## config.mk

```make
export PLATFORM = sky130hd
export DESIGN_NAME = nexys_starship_shield_ctrl
export DESIGN_NICKNAME = d
export VERILOG_FILES = /design/src/rtl/nexys_starship_pkg.sv /design/src/rtl/nexys_starship_tick_counter.sv /design/src/rtl/nexys_starship_shield_ctrl.sv
export SDC_FILE = /design/constraint.sdc
export NUM_CORES = 1
export LEC_CHECK = 0
export CORE_MARGIN = 3
export CORE_UTILIZATION = 40
export DETAILED_ROUTE_END_ITERATION = 16
export PLACE_DENSITY = 0.7
export SETUP_SLACK_MARGIN = 0.05
export SLEW_MARGIN = 20
export SYNTH_ARGS = -nofsm -noshare
export SYNTH_HDL_FRONTEND = slang
export SYNTH_SLANG_ARGS = --single-unit
```

## constraint.sdc

```tcl
create_clock -name Clk -period 1.9 [get_ports Clk]
set_input_delay 0.285 -clock Clk [delete_from_list [all_inputs] [get_ports Clk]]
set_output_delay 0.285 -clock Clk [all_outputs]
set_load 0.01 [all_outputs]
```

## src/rtl/nexys_starship_pkg.sv

```systemverilog
// Shared Nexys Starship constants: shield FSM one-hot codes, direction indices
// and default tick timing used by the shield controller and the monster terminals.
package nexys_starship_pkg;

  localparam logic [3:0] SH_INIT   = 4'b0001;
  localparam logic [3:0] SH_READY  = 4'b0010;
  localparam logic [3:0] SH_ACTIVE = 4'b0100;
  localparam logic [3:0] SH_COOL   = 4'b1000;

  localparam int DIR_L = 0;
  localparam int DIR_R = 1;
  localparam int DIR_U = 2;
  localparam int DIR_D = 3;

  localparam int DEF_MAX_ENERGY     = 4;
  localparam int DEF_SHIELD_TICKS   = 3;
  localparam int DEF_COOLDOWN_TICKS = 2;
  localparam int DEF_RECHARGE_TICKS = 8;

  // One-hot winner among simultaneous presses, priority L > R > U > D.
  function automatic logic [3:0] pick_dir(input logic [3:0] btn);
    pick_dir = '0;
    if      (btn[DIR_L]) pick_dir[DIR_L] = 1'b1;
    else if (btn[DIR_R]) pick_dir[DIR_R] = 1'b1;
    else if (btn[DIR_U]) pick_dir[DIR_U] = 1'b1;
    else if (btn[DIR_D]) pick_dir[DIR_D] = 1'b1;
  endfunction

endpackage

```

## src/rtl/nexys_starship_tick_counter.sv

```systemverilog
// Loadable down-counter clocked by game ticks; zero_pulse flags the tick that
// takes it from 1 to 0 so the owner can act on the same edge.
module nexys_starship_tick_counter #(
  parameter int W = 2
) (
  input  logic         Clk,
  input  logic         Reset,
  input  logic         load,
  input  logic [W-1:0] load_val,
  input  logic         tick,
  output logic         zero_pulse
);

  logic [W-1:0] r_cnt;

  // NOTE: sequential state uses non-blocking assignments so every register samples pre-edge values.
  always_ff @(posedge Clk) begin
    if (Reset)                     r_cnt <= '0;
    else if (load)                 r_cnt <= load_val;
    else if (tick && r_cnt != '0)  r_cnt <= r_cnt - W'(1);
  end

  assign zero_pulse = tick && !load && (r_cnt == W'(1));

endmodule

```

## src/rtl/nexys_starship_shield_ctrl.sv

```systemverilog
// Shield controller: button pulses -> one directional shield, rate-limited by
// energy, hold time and cooldown. Define SHIELD_AUTO_RECHARGE_EN for tick recharge.
module nexys_starship_shield_ctrl
  import nexys_starship_pkg::*;
#(
  parameter int MAX_ENERGY     = DEF_MAX_ENERGY,
  parameter int ENERGY_W       = 3,
  parameter int SHIELD_TICKS   = DEF_SHIELD_TICKS,
  parameter int COOLDOWN_TICKS = DEF_COOLDOWN_TICKS,
  parameter int RECHARGE_TICKS = DEF_RECHARGE_TICKS
) (
  input  logic                Clk,
  input  logic                Reset,
  input  logic                timer_tick,
  input  logic                play_flag,
  input  logic                gameover_ctrl,
  input  logic                btn_l,
  input  logic                btn_r,
  input  logic                btn_u,
  input  logic                btn_d,
  output logic                left_shield,
  output logic                right_shield,
  output logic                top_shield,
  output logic                btm_shield,
  output logic [ENERGY_W-1:0] shield_energy,
  output logic                q_SH_Init,
  output logic                q_SH_Ready,
  output logic                q_SH_Active,
  output logic                q_SH_Cool
);

  localparam int HOLD_W = $clog2(SHIELD_TICKS + 1);
  localparam int COOL_W = $clog2(COOLDOWN_TICKS + 1);
  localparam logic [ENERGY_W-1:0] E_MAX = ENERGY_W'(MAX_ENERGY);

  logic [3:0]          r_state;
  logic [3:0]          r_shield;
  logic [ENERGY_W-1:0] r_energy;

  logic       w_in_ready, w_in_active, w_in_cool;
  logic [3:0] w_btn, w_win;
  logic       w_accept, w_clear, w_hold_zero, w_cool_zero, w_recharge;

  assign w_in_ready  = (r_state == SH_READY);
  assign w_in_active = (r_state == SH_ACTIVE);
  assign w_in_cool   = (r_state == SH_COOL);

  assign w_btn    = {btn_d, btn_u, btn_r, btn_l};
  assign w_win    = pick_dir(w_btn);
  assign w_accept = w_in_ready && !gameover_ctrl && (|w_btn) && (r_energy != '0);
  // Timers are zeroed whenever the FSM leaves play (INIT, gameover, bad encoding).
  assign w_clear  = gameover_ctrl || !(w_in_ready || w_in_active || w_in_cool);

  nexys_starship_tick_counter #(.W(HOLD_W)) u_hold (
    .Clk        (Clk),
    .Reset      (Reset),
    .load       (w_clear || w_accept),
    .load_val   (w_clear ? '0 : HOLD_W'(SHIELD_TICKS)),
    .tick       (timer_tick && w_in_active),
    .zero_pulse (w_hold_zero)
  );

  nexys_starship_tick_counter #(.W(COOL_W)) u_cool (
    .Clk        (Clk),
    .Reset      (Reset),
    .load       (w_clear || w_hold_zero),
    .load_val   (w_clear ? '0 : COOL_W'(COOLDOWN_TICKS)),
    .tick       (timer_tick && w_in_cool),
    .zero_pulse (w_cool_zero)
  );

`ifdef SHIELD_AUTO_RECHARGE_EN
  localparam int RCH_W = $clog2(RECHARGE_TICKS + 1);

  logic [RCH_W-1:0] r_rch_cnt;
  logic             w_rch_count;

  assign w_rch_count = timer_tick && !gameover_ctrl && (w_in_ready || w_in_cool) &&
                       (r_energy < E_MAX);
  assign w_recharge  = w_rch_count && (r_rch_cnt == RCH_W'(RECHARGE_TICKS - 1));

  always_ff @(posedge Clk) begin
    if (Reset || w_clear || w_recharge) r_rch_cnt <= '0;
    else if (w_rch_count)               r_rch_cnt <= r_rch_cnt + RCH_W'(1);
  end
`else
  logic w_unused_recharge;

  assign w_recharge        = 1'b0;
  assign w_unused_recharge = (RECHARGE_TICKS != 0);
`endif

  always_ff @(posedge Clk) begin
    if (Reset) begin
      r_state  <= SH_INIT;
      r_shield <= '0;
      r_energy <= E_MAX;
    end else begin
      case (r_state)
        SH_INIT: begin
          r_shield <= '0;
          r_energy <= E_MAX;
          if (play_flag) r_state <= SH_READY;
        end
        SH_READY: begin
          if (gameover_ctrl) begin
            r_state  <= SH_INIT;
            r_shield <= '0;
            r_energy <= E_MAX;
          end else if (w_accept) begin
            r_state  <= SH_ACTIVE;
            r_shield <= w_win;
            // A spend landing on the recharge tick cancels out.
            if (!w_recharge) r_energy <= r_energy - ENERGY_W'(1);
          end else if (w_recharge) begin
            r_energy <= r_energy + ENERGY_W'(1);
          end
        end
        SH_ACTIVE: begin
          if (gameover_ctrl) begin
            r_state  <= SH_INIT;
            r_shield <= '0;
            r_energy <= E_MAX;
          end else if (w_hold_zero) begin
            r_state  <= SH_COOL;
            r_shield <= '0;
          end
        end
        SH_COOL: begin
          if (gameover_ctrl) begin
            r_state  <= SH_INIT;
            r_shield <= '0;
            r_energy <= E_MAX;
          end else begin
            if (w_cool_zero) r_state  <= SH_READY;
            if (w_recharge)  r_energy <= r_energy + ENERGY_W'(1);
          end
        end
        default: begin
          r_state  <= SH_INIT;
          r_shield <= '0;
          r_energy <= E_MAX;
        end
      endcase
    end
  end

  assign left_shield   = r_shield[DIR_L];
  assign right_shield  = r_shield[DIR_R];
  assign top_shield    = r_shield[DIR_U];
  assign btm_shield    = r_shield[DIR_D];
  assign shield_energy = r_energy;
  assign q_SH_Init     = r_state[0];
  assign q_SH_Ready    = r_state[1];
  assign q_SH_Active   = r_state[2];
  assign q_SH_Cool     = r_state[3];

endmodule
```

# Yosys cells after proc, flatten, opt, wreduce, memory -nomap -nowiden
# Index checks and enable logic that the tools add are counted.
[word_totals]
ramBits = 0
mem_bits_ro = 0
wordCells = 81
inputBits = 9
latch_bits = 0
output_inout_bits = 11
n_memories = 0
ff_bits = 15
[op_classes]
n_reduce_logical = 30
n_bitwise = 0
shifts = 0
n_addsub = 3
n_eq_ne = 12
n_div = 0
magnitude_cmp = 0
n_mul = 0
mux = 31
[op_table]
columns = ["operator", "n"]
rows = [
  ["$mux 4", 12],
  ["$pmux 4 s4", 1],
  ["$mux 2", 7],
  ["$mux 3", 4],
  ["$pmux 4 s3", 1],
  ["$logic_and 1x1->1", 11],
  ["$ne 3x2->1 const B", 3],
  ["$reduce_bool 2->1", 4],
  ["$pmux 3 s2", 1],
  ["$logic_or 1x1->1", 5],
  ["$mux 1", 5],
  ["$eq 2x1->1 const B", 2],
  ["$eq 4x1->1 const B", 1],
  ["$eq 4x2->1 const B", 1],
  ["$eq 4x3->1 const B", 1],
  ["$eq 4x4->1 const B", 1],
  ["$logic_not 1->1", 4],
  ["$ne 2x2->1 const B", 2],
  ["$reduce_and 4->1", 1],
  ["$reduce_or 4->1", 1],
  ["$sub 2x1->2 const B", 2],
  ["$reduce_and 3->1", 1],
  ["$reduce_bool 3->1", 1],
  ["$sub 3x1->3 const B", 1],
  ["other kinds (3)", 3],
]

# Logic depth before layout (Yosys ltp)
# Gate-level depths: netlist (run 1).
[depth]
ltp_word = 16
depth_mapped = 6

# Modules after synthesis
# From an unflattened synthesis (run 1), not the netlist that was laid out.
[hier_totals]
cells_unflattened = 111
hier_area_um2 = 942.2
[by_module_without_submodules]
columns = ["module", "n_inst", "cells_per_inst", "area_each_um2", "seq_area_each_um2"]
rows = [
  ["nexys_starship_shield_ctrl", 1, 79, 649.4, 220.2],
  ["nexys_starship_tick_counter", 2, 16, 146.4, 40.0],
]

# Least setup slack after synthesis (run 1)
# No wires, ideal clock.
[synth_timing]
path_type = "register to register"
start = "register r_energy[0], in the netlist shield_energy[0]"
end = "register u_hold.r_cnt[1]"
stages_incl_launch_ff = 7
period_less_slack_ns = 1.669
setup_slack_ns = 0.231
arrival_time_ns = 1.583
t_required_ns = 1.814
cell_sequence = "dfxtp_1 > inv_1 > ha_1 > ha_1 > nor4b_2 > nor3_1 > a211oi_1"
[synth_via]
elab_chain_len = 4
elab_cells_between_ends = 5
classes_between = "mux: 1; reduce/logical: 4"
[synth_rtl]
columns = ["element", "line_no", "rtl"]
rows = [
  ["start: declaration", "nexys_starship_shield_ctrl.sv:38", "logic [ENERGY_W-1:0] r_energy;"],
  ["start signal: assignment", "nexys_starship_shield_ctrl.sv:114", "if (!w_recharge) r_energy <= r_energy - ENERGY_W'(1);"],
  ["start signal: assignment", "nexys_starship_shield_ctrl.sv:116", "r_energy <= r_energy + ENERGY_W'(1);"],
  ["start signal: assignment", "nexys_starship_shield_ctrl.sv:136", "if (w_recharge) r_energy <= r_energy + ENERGY_W'(1);"],
  ["$reduce_bool 3->1 *", "nexys_starship_shield_ctrl.sv:50", "assign w_accept = w_in_ready && !gameover_ctrl && (|w_btn) && (r_energy != '0);"],
  ["$logic_and 1x1->1 *", "nexys_starship_shield_ctrl.sv:50", ""],
  ["$logic_or 1x1->1 *", "nexys_starship_shield_ctrl.sv:57", ".load (w_clear || w_accept),"],
  ["$mux 2 or $reduce_bool 2->1 (tied branches)", "n/a", ""],
  ["end signal: assignment", "nexys_starship_tick_counter.sv:19", "else if (load) r_cnt <= load_val;"],
  ["end signal: assignment", "nexys_starship_tick_counter.sv:20", "else if (tick && r_cnt != '0) r_cnt <= r_cnt - W'(1);"],
  ["end: declaration", "nexys_starship_tick_counter.sv:14", "logic [W-1:0] r_cnt;"],
]
# Mark *: on every way between the ends. The rest lies on a longest branch, timed or not.
# A chain may end at the register's enable or synchronous reset.

# Worst setup path after layout (run 1)
[layout_timing]
start = "input port gameover_ctrl"
end = "register r_state[1]"
[layout_via]
elab_chain_len = 14
elab_cells_between_ends = 21
classes_between = "eq/ne: 3; mux: 4; reduce/logical: 14"
[layout_rtl]
columns = ["element", "line_no", "rtl"]
rows = [
  ["start: declaration", "nexys_starship_shield_ctrl.sv:16", "input logic gameover_ctrl,"],
  ["$logic_not 1->1", "nexys_starship_shield_ctrl.sv:50", ""],
  ["$logic_and 1x1->1 (3 in series)", "nexys_starship_shield_ctrl.sv:50", ""],
  ["$logic_or 1x1->1", "nexys_starship_shield_ctrl.sv:57", ""],
  ["$logic_not 1->1", "nexys_starship_tick_counter.sv:23", "assign zero_pulse = tick && !load && (r_cnt == W'(1));"],
  ["$logic_and 1x1->1 (2 in series)", "nexys_starship_tick_counter.sv:23", ""],
  ["$logic_or 1x1->1", "nexys_starship_shield_ctrl.sv:66", ".load (w_clear || w_hold_zero),"],
  ["$logic_not 1->1", "nexys_starship_tick_counter.sv:23", ""],
  ["$logic_and 1x1->1 (2 in series)", "nexys_starship_tick_counter.sv:23", ""],
  ["$ne 3x2->1 (no line)", "n/a", ""],
  ["$reduce_and 4->1 (no line)", "n/a", ""],
  ["end signal: assignment", "nexys_starship_shield_ctrl.sv:95", "r_state <= SH_INIT;"],
  ["end signal: assignment", "nexys_starship_shield_ctrl.sv:103", "if (play_flag) r_state <= SH_READY;"],
  ["end signal: assignment", "nexys_starship_shield_ctrl.sv:107", "r_state <= SH_INIT;"],
  ["end: declaration", "nexys_starship_shield_ctrl.sv:36", "logic [3:0] r_state;"],
]
# Several ways; a longest one is shown, not always the timed one.

==> results.cfg, run 1 <==
[run_status]
status = finished, final reports clean

[timing]
finalMaxSlewViolations = 0
rsz0062_at_grt = false
worst_slew_pin_slew_ps = 416
relSlewSlack = 0.719
fmax_mhz = 582
period_share = 0.904
hold_viol_final = 0
period_needed_ps = 1720
setup_violations = 0
finClkSkew_ps = 4.52

[detailed_routing]
vias = 970
drtPass1Iterations = 4
ant_nets = 0
routed_wl_um = 2370
drc = 0
wl_per_cell_um = 13.5
avgViaCountPerCell = 5.51
drt-initial-drc-count = 16

[logic_synthesis]
synth_edf_count = 0
synth_top_area_share = 0.315
netlist_area_sq_um = 952
synth_cells = 113
synthArstFlopShare = 0
postSynthAreaPerCell_sq_um = 8.43
synth_nets = 128
synth_ff_type = dfxtp_1
synth.area.top_cells = dfxtp_1, ha_1, a21oi_1
ys_ff_latch = 15
yosysSeqAreaShare = 0.315
ys_types = 41
yosysTopAreaCell = dfxtp_1
yosysWarnings = 0

[floorplan]
die_w_um = 54.8
core_sq_um = 2230
die_area_sq_um = 3000
dieHeight_um = 54.8
row_count = 17
initial_core_util = 0.426
ios = 20

[setup_path]
critPathTopFamily = simple AND/OR/NAND/NOR gates
slowest_delay_ps = 520
r2r-end = r_shield[3]
crit_start = gameover_ctrl
worst_path_max_delay_cell = or4_1
critPathBufInv = 1
path_cells = clkdlybuf4s50_1 -> or2_2 -> or4_1 -> nor2b_1 -> a221oi_2
crit_path_end = r_state[1]
cp.depth = 5
required_ps = 2110
cp.arrival_ps = 1930
crit_type = in -> reg
r2r_slack_ps = 180
end_kind = flop
r2r-start = shield_energy[0]
cp_max_fo = 2
start_kind = input pin
rr_worst_depth = 7

[final_layout]
register_area_sq_um = 300
fillers = 219
final_util = 0.589
design_area_sq_um = 1320
num_antenna_cells = 0
nets = 164
drive_above_1_share = 0.189
multi_input_area_sq_um = 611
area_growth_pct = 38.2

[global_route]
antenna_found_initial = 0
grt-ovfl-total = 0
grt_max_degree = 15
grt_pass1_vias = 971
groute.usage.overall = 0.189
grt_pass1_wl_um = 4080

[cts]
cts.path.max_buffers = 2
clkTransAtPathRegs_ps = 90
cts_root_buf = clkbuf_4
numCtsBuffers = 3
clkSinkCount = 15
cts_max_level = 1
hold_buffers = 0
cts_tree = done
insertion_delay_ps = 300

[pwr]
p_leak_nw = 0.469
powerDensity_nw_per_um2 = 470
vdd_ir_drop_max_mv = 0.308
fin_total_pwr_w = 0.000619

[min_path]
hold_path.class = reg -> reg

[place]
place_congestion = 0.854
placed_area_sq_um = 1280
dpl.hpwl_um = 1890
numPortBuffers = 19

[run]
maxCapViolations = 0
[final cells by class]
class	count	share of cell area
clock buffer	4	0.0200
tap	28	0.0266
multi-input combinational	85	0.464
sequential	15	0.228
timing repair buffer	35	0.236
inverter	9	0.0257
[cell usage in the layout, fill, tap and decap left out, types with 2 or more instances in the layout]
| master | instances |
|---|---|
| or3_1 | 2 |
| nand3_1 | 2 |
| a21oi_1 | 8 |
| ha_1 | 5 |
| clkdlybuf4s50_1 | 19 |
| a211oi_1 | 3 |
| o21ai_0 | 7 |
| nor2b_1 | 3 |
| or2_2 | 3 |
| buf_4 | 16 |
| clkbuf_4 | 3 |
| nor2_1 | 6 |
| a31oi_1 | 2 |
| nand2_1 | 2 |
| xor2_1 | 2 |
| dfxtp_1 | 15 |
| o21bai_1 | 2 |
| nand4_1 | 2 |
| o211ai_1 | 5 |
| nor3_1 | 6 |
| nand2b_1 | 4 |
| inv_1 | 9 |
[Yosys cell counts (2+ instances only)]
cell,number
dfxtp_1,15
inv_1,9
a21oi_1,8
o21ai_0,7
ha_1,6
nor2_1,6
nor3_1,6
o211ai_1,5
nand2b_1,4
a211oi_1,3
buf_2,3
nor2b_1,3
or2_2,3
a31oi_1,2
nand2_1,2
nand3_1,2
nand4_1,2
o21bai_1,2
or3_1,2
xor2_1,2
[worst reg2reg max path, delay by kind of cell (launching register included)]
family | cells | cell delay [ps]
AO/OA/AOI/OAI | 1 | 170
adder cells (fa/ha/maj) | 2 | 430
buffers and inverters | 2 | 270
flip-flops | 1 | 350
AND/OR/NAND/NOR | 2 | 420
[layer usage]
| layer | vias to the layer above | share of wire | GRT usage |
|---|---|---|---|
| li1 | 487 | - | - |
| met5 | - | 0 | 0 |
| met2 | 20 | 0.46 | 0.297 |
| met3 | 5 | 0.031 | 0.0245 |
| met1 | 458 | 0.48 | 0.254 |
| met4 | 0 | 0.023 | 0.0871 |
[how the worst min path moves through the flow]
stage | from | end | cells after the start
floorplan | btn_l | r_shield[0] | 2
CTS | r_shield[1] | r_shield[1] | 2
finish | r_shield[1] | r_shield[1] | 2
global route | r_shield[1] | r_shield[1] | 2
detailed placement | r_shield[1] | r_shield[1] | 2
global placement | r_shield[1] | r_shield[1] | 2
[registers in the layout, summed over array words and instances (netlist names)]
register and count:
u_cool.r_cnt 2, u_hold.r_cnt 2, r_shield 4, r_state 4, shield_energy 3
[report_power, final]
part / leakage (nW) / internal (W) / switching, W
registers: 0.121 / 0.000319 / 0.00000436
logic: 0.333 / 0.0000568 / 0.0000459
clock network: 0.0150 / 0.0000819 / 0.000111
total: 0.469 / 0.000458 / 0.000161
[metrics by stage]
step / setup TNS (ps) / setup slack (ps) / hold slack (ps) / cells
2_1_floorplan: 0 / 231 / 421 / 113
3_3_place_gp: -373 / -89.9 / 465 / 172
3_5_place_dp: -618 / -172 / 475 / 172
4_1_cts: 0 / 78.0 / 489 / 176
5_1_grt: 0 / 92.3 / 514 / 176
6_report: 0 / 182 / 481 / 176
[kinds of logic after synthesis]
kind of cell | Yosys count | synth area share
and+or+nand+nor | 42 | 0.288
AOI/OAI and AO/OA | 34 | 0.235
DFF | 15 | 0.315
buffers and inverters | 13 | 0.0552
adders and majority gates | 6 | 0.0788
xor gates and xnor gates | 3 | 0.0276
[repair_timing]
action | 4_1_cts | 5_1_grt
gates cloned | 0 | 0
pin swaps | 0 | 1
endpoints found under the hold margin | 0 | 0
buffers inserted | 0 | 0
setup endpoints to repair | 1 | 4
resized for setup | 1 | 1
Power figures use the tool's default switching activity.
==> run 2: changes to the inputs <==
- CAP_MARGIN: unset -> 30
==> results of run 2 <==
Same layout as run 1: the final DEF is identical, and so are final timing and power.
